$ cat config.mk
export PLATFORM = sky130hd
export DESIGN_NAME = comp_arbiter
export DESIGN_NICKNAME = d
export VERILOG_FILES = /design/src/rtl/comp_arb_pkg.sv /design/src/rtl/rr_arb2.sv /design/src/rtl/comp_arbiter.sv
export SDC_FILE = /design/constraint.sdc
export NUM_CORES = 1
export LEC_CHECK = 0
export ABC_AREA = 1
export CAP_MARGIN = 20
export CORE_ASPECT_RATIO = 1.75
export CORE_MARGIN = 2
export CORE_UTILIZATION = 37
export DETAILED_ROUTE_END_ITERATION = 10
export HOLD_SLACK_MARGIN = 0.03
export PLACE_DENSITY = 0.77
export SETUP_SLACK_MARGIN = 0.02
export SYNTH_ARGS = -nofsm -noshare
export SYNTH_HDL_FRONTEND = slang
export SYNTH_SLANG_ARGS = --single-unit
$ cat constraint.sdc
create_clock -name CLK -period 1.2 [get_ports CLK]
set_input_delay 0.3 -clock CLK [delete_from_list [all_inputs] [get_ports CLK]]
set_output_delay 0.3 -clock CLK [all_outputs]
set_load 0.01 [all_outputs]
$ cat src/rtl/comp_arb_pkg.sv
// Shared types and constants for the comp unit arbiter.
package comp_arb_pkg;

  typedef enum logic [1:0] {
    IDLE   = 2'd0,
    SETTLE = 2'd1,
    HOLD   = 2'd2
  } state_e;

  // Requester ids as they appear on RESP_ID
  localparam logic REQ_ID_SUB = 1'b0;  // ALU SUB operand path
  localparam logic REQ_ID_BR  = 1'b1;  // branch-offset negation path

endpackage

$ cat src/rtl/rr_arb2.sv
// Two-way round-robin grant. Purely combinational so it can front any shared unit.
module rr_arb2
  import comp_arb_pkg::*;
(
  input  logic [1:0] valid,
  input  logic       last_grant,
  output logic       grant_id,
  output logic       grant_valid
);

  // Tie goes to the port that did not win last time; a lone requester always wins
  always_comb begin
    grant_valid = |valid;
    grant_id    = REQ_ID_SUB;
    if (valid[0] && valid[1]) begin
      grant_id = ~last_grant;
    end else if (valid[1]) begin
      grant_id = REQ_ID_BR;
    end
  end

endmodule

$ cat src/rtl/comp_arbiter.sv
// Arbitrates two requesters onto the shared two's-complement unit, one op in flight.
// The unit's operand is driven from a register and held for SETTLE_CYCLES before
// its result is captured; SETTLE_CYCLES must be at least 1.
module comp_arbiter
  import comp_arb_pkg::*;
#(
  parameter int WIDTH         = 8,
  parameter int SETTLE_CYCLES = 1
) (
  input  logic             CLK,
  input  logic             RESET,
  input  logic             REQ0_VALID,
  input  logic [WIDTH-1:0] REQ0_OPERAND,
  output logic             REQ0_READY,
  input  logic             REQ1_VALID,
  input  logic [WIDTH-1:0] REQ1_OPERAND,
  output logic             REQ1_READY,
  output logic [WIDTH-1:0] COMP_OPERAND_OUT,
  input  logic [WIDTH-1:0] COMP_RESULT,
  output logic             RESP_VALID,
  output logic             RESP_ID,
  output logic [WIDTH-1:0] RESP_DATA,
  output logic             RESP_OVF,
  input  logic             RESP_READY,
  output logic             BUSY
);

  localparam int               CNT_W    = (SETTLE_CYCLES > 1) ? $clog2(SETTLE_CYCLES) : 1;
  localparam logic [CNT_W-1:0] CNT_INIT = CNT_W'(SETTLE_CYCLES - 1);
  localparam logic [WIDTH-1:0] MIN_NEG  = {1'b1, {(WIDTH-1){1'b0}}};

  state_e           state_q, state_d;
  logic [CNT_W-1:0] cnt_q, cnt_d;
  logic             last_grant_q, last_grant_d;
  logic [WIDTH-1:0] operand_q, operand_d;
  logic             id_q, id_d;
  logic             ovf_q, ovf_d;
  logic [WIDTH-1:0] data_q, data_d;

  logic             grant_id;
  logic             grant_valid;
  logic             accept;
  logic [WIDTH-1:0] sel_operand;

  rr_arb2 u_rr_arb2 (
    .valid       ({REQ1_VALID, REQ0_VALID}),
    .last_grant  (last_grant_q),
    .grant_id    (grant_id),
    .grant_valid (grant_valid)
  );

  assign accept      = (state_q == IDLE) && grant_valid;
  assign sel_operand = (grant_id == REQ_ID_BR) ? REQ1_OPERAND : REQ0_OPERAND;

  assign REQ0_READY       = accept && (grant_id == REQ_ID_SUB);
  assign REQ1_READY       = accept && (grant_id == REQ_ID_BR);
  assign COMP_OPERAND_OUT = operand_q;
  assign RESP_VALID       = (state_q == HOLD);
  assign RESP_ID          = id_q;
  assign RESP_DATA        = data_q;
  assign RESP_OVF         = ovf_q;
  assign BUSY             = (state_q != IDLE);

  // Next state: accept in IDLE, count down the settle window, hold until consumed
  always_comb begin
    state_d      = state_q;
    cnt_d        = cnt_q;
    last_grant_d = last_grant_q;
    operand_d    = operand_q;
    id_d         = id_q;
    ovf_d        = ovf_q;
    data_d       = data_q;
    unique case (state_q)
      IDLE: begin
        if (accept) begin
          operand_d    = sel_operand;
          id_d         = grant_id;
          ovf_d        = (sel_operand == MIN_NEG);
          last_grant_d = grant_id;
          cnt_d        = CNT_INIT;
          state_d      = SETTLE;
        end
      end
      SETTLE: begin
        if (cnt_q == '0) begin
          data_d  = COMP_RESULT;
          state_d = HOLD;
        end else begin
          cnt_d = cnt_q - CNT_W'(1);
        end
      end
      HOLD: begin
        if (RESP_READY) state_d = IDLE;
      end
      default: state_d = IDLE;
    endcase
  end

  // State registers; reset makes port 0 win the first tie
  always_ff @(posedge CLK) begin
    if (RESET) begin
      state_q      <= IDLE;
      cnt_q        <= '0;
      last_grant_q <= REQ_ID_BR;
      operand_q    <= '0;
      id_q         <= 1'b0;
      ovf_q        <= 1'b0;
      data_q       <= '0;
    end else begin
      state_q      <= state_d;
      cnt_q        <= cnt_d;
      last_grant_q <= last_grant_d;
      operand_q    <= operand_d;
      id_q         <= id_d;
      ovf_q        <= ovf_d;
      data_q       <= data_d;
    end
  end

endmodule

# ---- Word level (Yosys, flattened, before mapping)
# Index checks and enable logic that the tools add are counted.
dict set report word_totals {
  inputBits 29
  register_bits 22
}
dict set report op_classes {
  addsub 1
  n_reduce_logical 12
  eq_ne 6
  bitwise_logic 3
  mux 10
}
# op n
set op_table {}
lappend op_table {{== test 8 bit (second input constant)} 1}
lappend op_table {{two-way mux 8 bit} 1}
lappend op_table {{two-way mux 2 bit} 3}
lappend op_table {{one-hot mux 2 bit (3 select lines)} 1}
lappend op_table {{AND reduction 2 bit} 3}
lappend op_table {{logical AND 1 bit} 4}
lappend op_table {{two-way mux 1 bit} 4}
lappend op_table {{inequality test 2 bit (second input constant)} 2}
lappend op_table {{nonzero test 2 bit} 2}
lappend op_table {{NOT 1 bit} 3}
lappend op_table {{AND reduction 3 bit} 1}
lappend op_table {{== test 2 x 1 -> 1 bit (second input constant)} 1}
lappend op_table {{== test 2 bit (second input constant)} 1}
lappend op_table {{zero test 2 bit} 1}
lappend op_table {{inequality test 2 x 1 -> 1 bit (second input constant)} 1}
lappend op_table {{one-hot mux 1 bit (2 select lines)} 1}
lappend op_table {{OR reduction 2 bit} 1}
lappend op_table {{subtractor 1 bit (second input constant)} 1}

# ---- Logic depth before layout (Yosys ltp)
dict set report depth {
  ltp_word 4
  mapped_depth 9
}

# ---- By module
# From an unflattened synthesis, not the netlist that was laid out.
dict set report hier_totals {
  hier_cells 126
  area_unflattened_um2 922.1
}
# mod n_inst area_each_um2 seq_area_each_um2 cells_per_inst
set by_module_without_submodules {}
lappend by_module_without_submodules {comp_arbiter 1 907.1 420.4 123}
lappend by_module_without_submodules {rr_arb2 1 15.0 0.0 3}

# ---- Worst setup path after synthesis
# No wires, ideal clock.
dict set report synth_path {
  path_type {flip-flop to output port}
  start {register state_q[0]}
  end {output REQ0_READY}
  t_arrival_ns 0.979
  slack_ns -0.079
  path_stages_with_launch 6
  cell_sequence {dfxtp_1 -> inv_1 -> nand2_1 -> nor2_4 -> inv_1 -> a21oi_1}
}
dict set report synth_between {
  elab_chain_len 3
}
# item line
set synth_rtl {}
lappend synth_rtl {{start, declared} comp_arbiter.sv:32} ;# state_e state_q, state_d;
lappend synth_rtl {{start signal, assigned} comp_arbiter.sv:110} ;# state_q <= state_d;
lappend synth_rtl {{zero test 2 bit} comp_arbiter.sv:52} ;# assign accept = (state_q == IDLE) && grant_valid;
lappend synth_rtl {{logical AND 1 bit} comp_arbiter.sv:52}
lappend synth_rtl {{logical AND 1 bit} comp_arbiter.sv:55} ;# assign REQ0_READY = accept && (grant_id == REQ_ID_SUB);
lappend synth_rtl {{end, declared} comp_arbiter.sv:14} ;# output logic REQ0_READY,
# Every way passes these cells.

# ---- Worst setup path in the final report
dict set report layout_path {
  start {register state_q[1]}
  end {output REQ0_READY}
}
# The elaborated chain is that of the path after synthesis.

==> metrics.md <==
| Metric | Value |
|---|---|
| Multiplexer area fraction after synthesis | 0 |
| Simple-Gate Fraction of Synth Area | 0.266 |
| CP startpoint kind | flip-flop |
| DR vias/cell | 4.73 |
| Filler cells | 187 |
| Relative slew slack | 0.856 |
| Core ar. | 2430 um2 |
| Chip width | 41.8 um |
| Height of the die | 70.2 um |
| Final worst slack | -0.200 ns |
| Compound-gate portion of the synthesized area | 0.174 |
| Top cell type by total area after synthesis | dfxtp_1 |
| Post-synth cell types | 18 |
| Final Hold Viols | 0 |
| Average wire per standard cell | 12.4 um |
| Final setup vio count | 6 |
| Number of buffers added on ports | 50 |
| DRC | 0 |
| Most common cell after layout, fill and taps aside | clkdlybuf4s50_1 |
| CTS max path bufs | 2 |
| Largest net degree at the start of global routing | 16 |
| Crit path kind | reg2out |
| Worst-path cell chain | inv_2 > nand2_4 > nor2_4 > inv_2 > a21oi_2 > buf_2 |
| DR iter-0 viols | 23 |
| Finished Core Util | 0.736 |
| Adder-cell area share of the yosys netlist | 0 |
| H-tree depth | 1 |
| Crit Path Max Fanout | 3 |
| Post-synthesis xor/xnor area fraction | 0 |
| Layout cell share with drive strength beyond 1 | 0.304 |
| GR Util All Layers | 0.197 |
| Sequential share of the synthesized area | 0.454 |
| Min Tclk post-route | 1.40 ns |
| Detailed Routing Iterations Pass 1 | 4 |
| Routed wire length | 2.86 mm |
| MaxCap Viol Count | 0 |
| Synthesis-to-layout area growth | 93.4% |
| Fmax | 714 MHz |
| Syn. warnings | 0 |
| Largest stage delay on the critical path | 0.33 ns |
| Buf+Inv Stages, Crit Path | 3 |
| Critical Path AT | 1.10 ns |
| Register clock-pin slew on the reported worst setup and hold paths | 0.07 ns |
| Num rows | 24 |
| Req. time, crit path | 0.90 ns |
| Worst skew pair latency | 0.25 ns |
| CTS Hold Bufs | 0 |
| Critical Path Most Common Cell | inv_2 |
| CTS buffer count | 3 |
| Mapped Cells | 127 |
| Reg area | 424 um2 |
| Clk sinks | 21 |
| CTS tree | done |
| Worst-Margin Slew | 0.214 ns |
| Min-Delay Path Class | reg2reg |
| Final non-filler cell total | 230 |
| Initial Util | 0.381 |
| Pleak | 0.834 nW |
| ANT nets after route | 0 |
| Share of the synthesized area in the top cell type | 0.454 |
| Register bit count reported by yosys | 21 |
| Post-Synthesis Net Count | 156 |
| Cell Count Post-Placement | 220 |
| Fin Clk Skew | 0.00537 ns |
| Die area | 2930 um2 |
| GRT Residual Overflow | 0 |
| Power Dens Cells | 1090 nW/um2 |
| Vias post-DR | 1088 |
| Post-Syn Area per Cell | 7.29 um2 |
| Cell class contributing the biggest share of worst-path delay | flip-flops |
| Vias in the first global route | 1121 |
| Final Cycle Share | 1.17 |
| Failing checks | setup timing |
| Setup TNS | -0.701 ns |
| RSZ-0062 raised after global routing | true |
| Slowest CP cell | dfxtp_2 |
| Top Ports | 51 |
| Most frequent cells in the layout | clkdlybuf4s50_1 (26), buf_4 (22), nor2_1 (20) |
| Routability Congestion | 0.790 |
| Status | finished with violations |
| Root buffer cell | clkbuf_8 |
| Dominant cells by area after synthesis | dfxtp_1 (45%), nor2_1 (8.9%), o21ai_0 (8.6%) |
| Final Max Tran Viols | 0 |
| Main combinational cell family by area after synthesis | simple AND/OR/NAND/NOR gates |
| Flop2flop setup slack | -0.05 ns |
| CP Capture Type | output pin |
| Antenna cells | 0 |
| Antenna violations before repair | 0 |
| Hpwl dp | 2.06 mm |
| Post-Syn Area | 926 um2 |
| First-pass GRT wire length | 4.63 mm |
| Area of the multi-input gates | 488 um2 |
| Fin nets | 234 |
| Maximum vdd drop | 0.989 mV |
[logic make-up (layout without fill, tap and decap cells)]
kind of cell | count (synthesis) | after routing
buffers and inverters | 21 | 98
AO/OA/AOI/OAI | 30 | 30
AND/OR/NAND/NOR | 55 | 55
flip-flops | 21 | 21
[cell type report]
class | instances | share of cell area
Timing Repair Buffer | 77 | 0.410
Sequential cell | 21 | 0.237
Multi-Input combinational cell | 85 | 0.273
Clock buffer | 4 | 0.0252
Inverter | 17 | 0.0370
Tap cell | 26 | 0.0182
[synth_stat cells (all sizes together)]
master,count
nand3,5
clkinv,1
inv,16
o21ai,18
nand2,23
a21oi,12
clkbuf,1
dfxtp,21
nand3b,3
buf,3
nor2,24
[through the flow]
stage	hold WS (ns)	power [W]	worst slack [ns]	cell area (um2)
finish	0.488	0.00195	-0.200	1790
global route	0.509	0.00207	-0.271	1790
CTS	0.473	0.00191	-0.193	1740
detailed placement	0.465	0.00144	-0.833	1600
global placement	0.446	0.00142	-0.800	1600
floorplan	0.362	0.00106	0.0373	932
[repair_timing]
| action | in CTS | in global routing |
|---|---|---|
| gates resized for setup | 65 | 24 |
| pin swaps | 7 | 5 |
| gates cloned | 1 | 0 |
| buffers inserted | 4 | 6 |
| setup endpoints to repair | 41 | 23 |
[path summary, 6_finish.rpt]
path                                              start                     to  depth (start not counted)
worst max-delay path            state_q[1]$_SDFFE_PP0P_             REQ0_READY                          6
worst min-delay path               RESP_ID$_SDFFE_PP0P_   RESP_ID$_SDFFE_PP0P_                          2
worst max register to register  state_q[1]$_SDFFE_PP0P_  RESP_OVF$_SDFFE_PP0P_                          8
worst min register to register     RESP_ID$_SDFFE_PP0P_   RESP_ID$_SDFFE_PP0P_                          2
[sequential cells by signal (all words and copies together), names as in the netlist]
signal,count
RESP_DATA,8
RESP_OVF,1
state_q,2
COMP_OPERAND_OUT,8
last_grant_q,1
RESP_ID,1
[worst min-delay path: stages, from the launching register on]
cell     delay (ns)
dfxtp_1        0.32
nand2_1        0.06
a21oi_1        0.06
[power by group]
part           internal (W)  total, W  switching (W)
registers          0.000773  0.000814      0.0000410
logic              0.000382  0.000695       0.000313
clock network      0.000236  0.000444       0.000208
[routing by layer]
layer | part of all wire | track usage | vias up | routed length (um)
met3 | 0.049 | 0.0258 | 2 | 141
met2 | 0.57 | 0.396 | 29 | 1640
li1 | - | - | 555 | -
met1 | 0.37 | 0.196 | 502 | 1060
met4 | 0.0066 | 0.0609 | 0 | 19
met5 | 0 | 0 | - | 0
No activity file was read; power rests on OpenSTA's default activity.
